## config.mk

```make
export PLATFORM = sky130hd
export DESIGN_NAME = shift_norm_seq
export DESIGN_NICKNAME = d
export VERILOG_FILES = /design/src/rtl/shift_norm_seq.sv
export SDC_FILE = /design/constraint.sdc
export NUM_CORES = 1
export LEC_CHECK = 0
export BUFFER_PORTS_ARGS = -buffer_cell sky130_fd_sc_hd__buf_4
export CAP_MARGIN = 20
export CELL_PAD_IN_SITES_DETAIL_PLACEMENT = 0
export CELL_PAD_IN_SITES_GLOBAL_PLACEMENT = 1
export CORE_ASPECT_RATIO = 1.4
export CORE_MARGIN = 3
export CORE_UTILIZATION = 48
export CTS_BUF_LIST = sky130_fd_sc_hd__clkbuf_4
export CTS_CLUSTER_DIAMETER = 60
export DETAILED_ROUTE_END_ITERATION = 16
export GPL_ROUTABILITY_DRIVEN = 1
export PLACE_DENSITY_LB_ADDON = 0.1
export SYNTH_ARGS = -nofsm -noshare
export SYNTH_HDL_FRONTEND = slang
export SYNTH_SLANG_ARGS = --single-unit
export TNS_END_PERCENT = 20
```

## constraint.sdc

```tcl
create_clock -name clk -period 8.9 [get_ports clk]
set_input_delay 1.78 -clock clk [delete_from_list [all_inputs] [get_ports clk]]
set_output_delay 1.78 -clock clk [all_outputs]
set_load 0.02 [all_outputs]
```

## src/rtl/shift_norm_seq.sv

```systemverilog
// shift_norm_seq: multi-cycle CLZ / redundant-sign-bit normaliser.
// One binary-search stage (16,8,4,2,1) is resolved per clock.
module shift_norm_seq #(
  parameter int WIDTH = 32
) (
  input  logic             clk,
  input  logic             clrn,
  input  logic             start,
  input  logic [WIDTH-1:0] data,
  input  logic             signed_mode,
  output logic             busy,
  output logic             done,
  output logic [WIDTH-1:0] norm,
  output logic [4:0]       count,
  output logic             zero
);

  typedef enum logic [1:0] {
    S_IDLE,
    S_RUN,
    S_DONE
  } state_t;

  state_t           state;
  logic [2:0]       k;
  logic             sm;
  logic [WIDTH-1:0] w;

  logic [4:0]       n;
  logic [4:0]       kbit;
  logic [WIDTH-1:0] top;
  logic [WIDTH-1:0] flip;
  logic [WIDTH-1:0] shifted;
  logic             hit;
  logic             accept;

  assign norm   = w;
  assign accept = start && (state != S_RUN);

  // Stage test: can the top n bits (or n bits under the sign) be shifted out?
  always_comb begin
    n       = 5'd1 << k;
    kbit    = 5'd1 << k;
    top     = ~({WIDTH{1'b1}} >> n);
    flip    = w ^ {WIDTH{w[WIDTH-1]}};
    shifted = w << n;
    hit     = 1'b0;
    if (sm)
      hit = ((flip & (top >> 1)) == '0);
    else
      hit = ((w & top) == '0);
  end

  // Control FSM with registered busy/done and the working register.
  always_ff @(posedge clk or negedge clrn) begin
    if (!clrn) begin
      state <= S_IDLE;
      k     <= 3'd0;
      sm    <= 1'b0;
      w     <= '0;
      count <= 5'd0;
      zero  <= 1'b0;
      busy  <= 1'b0;
      done  <= 1'b0;
    end else begin
      unique case (state)
        S_IDLE, S_DONE: begin
          done <= 1'b0;
          if (accept) begin
            state <= S_RUN;
            k     <= 3'd4;
            sm    <= signed_mode;
            w     <= data;
            count <= 5'd0;
            zero  <= (data == '0);
            busy  <= 1'b1;
          end else begin
            state <= S_IDLE;
          end
        end
        S_RUN: begin
          if (hit) begin
            w     <= shifted;
            count <= count | kbit;
          end
          if (k == 3'd0) begin
            state <= S_DONE;
            busy  <= 1'b0;
            done  <= 1'b1;
          end else begin
            k <= k - 3'd1;
          end
        end
        default: begin
          state <= S_IDLE;
          busy  <= 1'b0;
          done  <= 1'b0;
        end
      endcase
    end
  end

endmodule
```

==> results.toml, run 1 <==
[cts]
clk_latency_ps = 390
post-cts-setup-buffers = 0
cts_made_buffers = 5
cts_sinks = 45
ctsHoldBuffers = 0
cts_tree = "yes"
ctsRootBufferMaster = "clkbuf_4"
clk_pin_slew_ps = 140
clockBufferDepth = 2
cts_max_level = 2
cts.repair.resized = 0

[logic_synthesis]
synth_edf_count = 0
syn_area_sq_um = 4430
ys_types = 64
yosysWarnings = 0
syn_nets = 556
seq_area_frac_synth = 0.254
ys_ff_latch = 45
synth-main-ff-cell = "dfrtp_1"
synth.avg_cell_area_sq_um = 8.60
synthCells = 515
async_reset_ff_frac = 1.00

[floorplan]
die_x_microns = 87.2
dieArea_sq_um = 10400
coreArea_sq_um = 8760
initial_core_util = 0.505
die_y_microns = 120
io_pins = 76
rows = 40

[route]
wl_microns = 17100
drc = 0
drt_iter0_drc = 434
num_vias = 4699
firstDrtPassIters = 5
vias_per_cell = 7.06
postRouteAntennaNets = 0
wl_per_cell_microns = 25.6

[critical_path]
cp-start-kind = "flip-flop"
cp.arrival_ps = 4590
critPathMaxFanout = 21
path_class = "flip-flop to flip-flop"
cp-end-kind = "flip-flop"
r2r_cells = 9
required_ps = 9180

[cells_and_area]
layout_common_cells = "buf_4 (85), nand2_1 (54), mux2i_1 (52)"
drive_gt1_frac = 0.220
fillers = 869
multi_input_area_sq_um = 3030
regArea_sq_um = 1130
area_delta_synth_final_pct = 14.0
layout.nets = 600
layout_commonest_cell = "buf_4"

[global_route]
overflow = 0
grt_pass1_vias = 4528
track_usage = 0.329
grt_max_degree = 46
antenna_found_initial = 1
grt_pass1_wl_microns = 26300

[worst_hold_path]
whs_path_depth = 1
hold_class = "flip-flop to flip-flop"

[place]
dpl.hpwl_microns = 12400
place_congestion = 1.00
io_buffers = 75
post-place-ws_ps = 4500

[sta]
tightestPinTransition_ps = 1080
setup_viol = 0
fmax_mhz = 232
finalHoldViolCount = 0
finalCritPeriodShare = 0.484
slew_headroom = 0.282
finalWorstSetupSlack_ps = 4590
grt_setup_unrepaired = "no"
slew_violations = 0
fin_worst_skew_ps = 10.1
period_needed_ps = 4310
tns_ps = 0

[power]
vdd_drop_max_mv = 0.296
p_per_area_nw_per_um2 = 459
p_leak_uw = 0.00214

[job]
cap_violations = 0

[run_status]
status = "finished, final reports clean"
[per-layer routing]
| layer | wire, microns | global-route usage | up-vias |
|---|---|---|---|
| met4 | 837 | 0.168 | 0 |
| li1 | - | - | 2063 |
| met1 | 6470 | 0.419 | 2302 |
| met5 | 0 | 0 | - |
| met2 | 8510 | 0.540 | 279 |
| met3 | 1250 | 0.0378 | 55 |
[through the flow]
stage / utilization / std cells / cell area [sq um] / hold WS (ps) / total power (uW)
2_1_floorplan: - / 515 / 4430 / 513 / 1630
3_5_place_dp: 0.568 / 656 / 4970 / 489 / 2170
4_1_cts: 0.574 / 664 / 5030 / 521 / 2280
6_report: 0.576 / 666 / 5050 / 515 / 2310
5_1_grt: 0.576 / 666 / 5050 / 538 / 2460
3_3_place_gp: 0.568 / 656 / 4970 / 476 / 2160
[sequential cells by signal, indices dropped and copies added (netlist names)]
signal	flops
norm	32
done	1
count	5
zero	1
sm	1
busy	1
state	1
k	3
[critical path, cell delays in order (launching register included)]
cell,delay (ps)
dfrtp_1,440
inv_1,100
ha_1,530
nor2b_1,700
a21oi_1,200
a2111oi_2,410
a22oi_1,130
or4_1,600
o211ai_4,690
mux2_2,410
[cells in the mapped netlist (all sizes together) (3+ instances only)]
cell | n | share of area
o21ai | 31 | 0.035
nand3 | 8 | 0.0090
nand2 | 54 | 0.046
a22oi | 6 | 0.010
dfrtp | 45 | 0.25
a31oi | 7 | 0.0099
mux4 | 11 | 0.056
o22ai | 13 | 0.018
mux2i | 53 | 0.12
nand2b | 7 | 0.010
nand4 | 3 | 0.0042
a221oi | 7 | 0.014
mux2 | 16 | 0.042
nor4 | 10 | 0.018
o211ai | 6 | 0.013
o21a | 3 | 0.0051
nor2b | 15 | 0.021
buf | 25 | 0.030
a21oi | 28 | 0.032
inv | 12 | 0.010
a22o | 11 | 0.022
nor3 | 12 | 0.014
o31ai | 3 | 0.0051
o32ai | 5 | 0.0099
nor2 | 24 | 0.020
and2 | 9 | 0.013
a211oi | 19 | 0.033
ha | 5 | 0.014
a221o | 4 | 0.0090
o2bb2ai | 9 | 0.018
clkbuf | 24 | 0.020
[power breakdown]
group          internal, uW  leakage [uW]  total [uW]  switching (uW)
Clock                  30.2     0.0000307         104            73.8
Combinational           681       0.00155        1740            1060
Sequential              296      0.000564         474             178
[path summary, 6_finish.rpt]
kind | slack (ps) | endpoint | startpoint
setup / recovery | 4590 | norm[19] | k[0]
hold / removal | 510 | count[4] | count[4]
setup reg to reg | 4590 | norm[19] | k[0]
hold reg to reg | 510 | count[4] | count[4]
max in group asynchronous | 7110 | k[1] | clrn
min in group asynchronous | 1380 | norm[13] | clrn
[logic make-up after synthesis]
kind of cell | Yosys count | share of synthesized area
and+or+nand+nor | 151 | 0.172
muxes | 80 | 0.220
xor gates and xnor gates | 1 | 0.00198
AOI/OAI and AO/OA | 172 | 0.276
adders and majority gates | 5 | 0.0141
buffers and inverters | 61 | 0.0608
DFF | 45 | 0.254
[cell type report]
type                            count  share of cell area
Multi-Input combinational cell    409               0.601
Sequential cell                    45               0.223
Timing Repair Buffer               86               0.129
Tap cell                          105              0.0260
Inverter                           12             0.00893
Clock buffer                        5             0.00744
Clock inverter                      3             0.00322
Antenna cell                        1            0.000496
Power figures use the tool's default switching activity.
==> run 2, diff against run 1 <==
Settings changed: CORE_UTILIZATION 48 to 40.
Clock period 8.9 ns to 3.7 ns, I/O delays scaled along.
==> run 2 against run 1 <==
  * Maximum frequency rose by 24%
  * Utilization fell by 7.8 points
  * Setup slack got worse by 4400 ps
  * Non-clock buffer count rose by 19
  * Critical path type unchanged
  * Critical path depth did not move
  * Total power rose to 2.5 times the previous value
  * Final cell count rose by 7.8%
  * Largest power group unchanged
  * Clock skew barely moved
  * Routed wire length rose by 4.6%
  * First-iteration DRC count rose by 4.6%
==> results.toml, run 2 (synthesized netlist as in run 1, its figures left out) <==
[place]
io_buffers = 75
dpl.hpwl_microns = 13600
dp_cells = 708
place_congestion = 0.957

[cells_and_area]
area_delta_synth_final_pct = 19.0
largest_register_ffs = 32
layout.nets = 619
layout_common_cells = "buf_4 (103), nand2_1 (54), mux2i_1 (52)"
drive_gt1_frac = 0.254
fin_cells = 718
fillers = 1083
fin_util = 0.498
layout_commonest_cell = "buf_4"

[power]
power_frac_comb = 0.758
vdd_drop_max_mv = 0.585
seqPwrFrac = 0.195
p_leak_uw = 0.00224
internal_power_uw = 2630
clock_power_share = 0.047
netSwitchingPower_uw = 3220
swShare = 0.551
p_per_area_nw_per_um2 = 1110

[floorplan]
die_x_microns = 94.9
initial_core_util = 0.419
rows = 44
coreArea_sq_um = 10600
die_y_microns = 130
io_pins = 76
dieArea_sq_um = 12400

[critical_path]
crit_path_top_delay_cell = "or4_1"
required_ps = 4000
cp-start-kind = "flip-flop"
cp-end-kind = "flip-flop"
path_buf_inv = 1
path_class = "flip-flop to flip-flop"
path_cells = "ha_1, and2_1, a21o_1, a221oi_1, nand4_1, or4_1, o211ai_4, buf_4, mux2_2"
crit_family = "simple AND/OR/NAND/NOR gates"
cp.arrival_ps = 3790
critPathMaxFanout = 18
cpPeakStageDelay_ps = 690

[cts]
ctsRootBufferMaster = "clkbuf_4"
clk_pin_slew_ps = 160
ctsHoldBuffers = 0
cts_sinks = 45
clk_latency_ps = 400
cts_tree = "yes"
cts_max_level = 2
clockBufferDepth = 2
cts_made_buffers = 5

[global_route]
grt_pass1_vias = 4570
overflow = 0
track_usage = 0.292
antenna_found_initial = 1
grt_max_degree = 46
grt_pass1_wl_microns = 27200

[sta]
tightestPinTransition_ps = 856
slew_headroom = 0.428
finalCritPeriodShare = 0.942
slew_violations = 0
period_needed_ps = 3490
finalHoldViolCount = 0
tns_ps = 0
grt_setup_unrepaired = "no"
setup_viol = 0
fin_worst_skew_ps = 10.1
fmax_mhz = 287

[run_status]
status = "finished, final reports clean"

[job]
cap_violations = 0

[route]
firstDrtPassIters = 5
num_vias = 4691
postRouteAntennaNets = 0
drc = 0
wl_microns = 17800
wl_per_cell_microns = 24.8
drt_iter0_drc = 454
vias_per_cell = 6.53

[worst_hold_path]
hold_class = "input port to asynchronous set/reset pin"
-- run 2: changes by cell type in the layout (fill, tap and decap cells not counted), sizes merged --
cell	change
clkinv	-1
buf	+19
clkinvlp	+1
-- run 2: power by group through the flow --
stage                     sequential (uW)  combinational (uW)  clock [uW]
after detailed placement             1140                4320           0
after global routing                 1170                4760         301
after CTS                            1130                4340         284
after floorplan                      1180                2740           0
final                                1140                4440         275
after global placement               1140                4320           0
-- run 2: final cells by class --
type                    instances  area (sq um)  area share
diodes                          1          2.50    0.000475
clock buffers                   5          37.5     0.00713
clock inverters                 3          21.3     0.00404
inverters                      12          45.0     0.00855
multi-input cells             409          3040       0.577
flip-flops and latches         45          1130       0.214
well taps                     138           173      0.0328
repair buffers                105           821       0.156
-- run 2: worst reg2reg max path: stages (launching register included) --
cell,delay (ps)
dfrtp_1,460
ha_1,490
and2_1,310
a21o_1,230
a221oi_1,250
nand4_1,150
or4_1,690
o211ai_4,280
buf_4,200
mux2_2,340
-- run 2: per-stage QoR --
stage | instance area, sq um | hold WS, ps | worst slack [ps] | power, uW
after global placement | 5170 | 474 | 164 | 5460
after detailed placement | 5170 | 484 | 118 | 5460
after CTS | 5230 | 348 | 96.6 | 5760
final | 5270 | 332 | 213 | 5850
after global routing | 5270 | 362 | 36.7 | 6230
after floorplan | 4430 | 444 | 614 | 3920
-- run 2: final timing paths --
kind,startpoint,to,slack [ps],cells past startpoint
min in group clk,count[4],count[4],510,1
hold / removal,clrn,norm[14],330,1
hold reg to reg,count[4],count[4],510,1
max in group asynchronous,clrn,k[2],2920,1
setup / recovery,k[0],norm[2],210,9
setup reg to reg,k[0],norm[2],210,9
-- run 2: layer usage --
| layer | up-vias | GRT usage | wire length [microns] |
|---|---|---|---|
| li1 | 2103 | - | - |
| met1 | 2335 | 0.370 | 7130 |
| met2 | 217 | 0.506 | 9040 |
| met3 | 36 | 0.0326 | 988 |
| met4 | 0 | 0.116 | 686 |
| met5 | - | 0 | 0 |
-- run 2: what timing repair did --
action                     4_1_cts  5_1_grt
setup buffers                    0        0
setup endpoints to repair        0       15
gates resized for setup          0        2
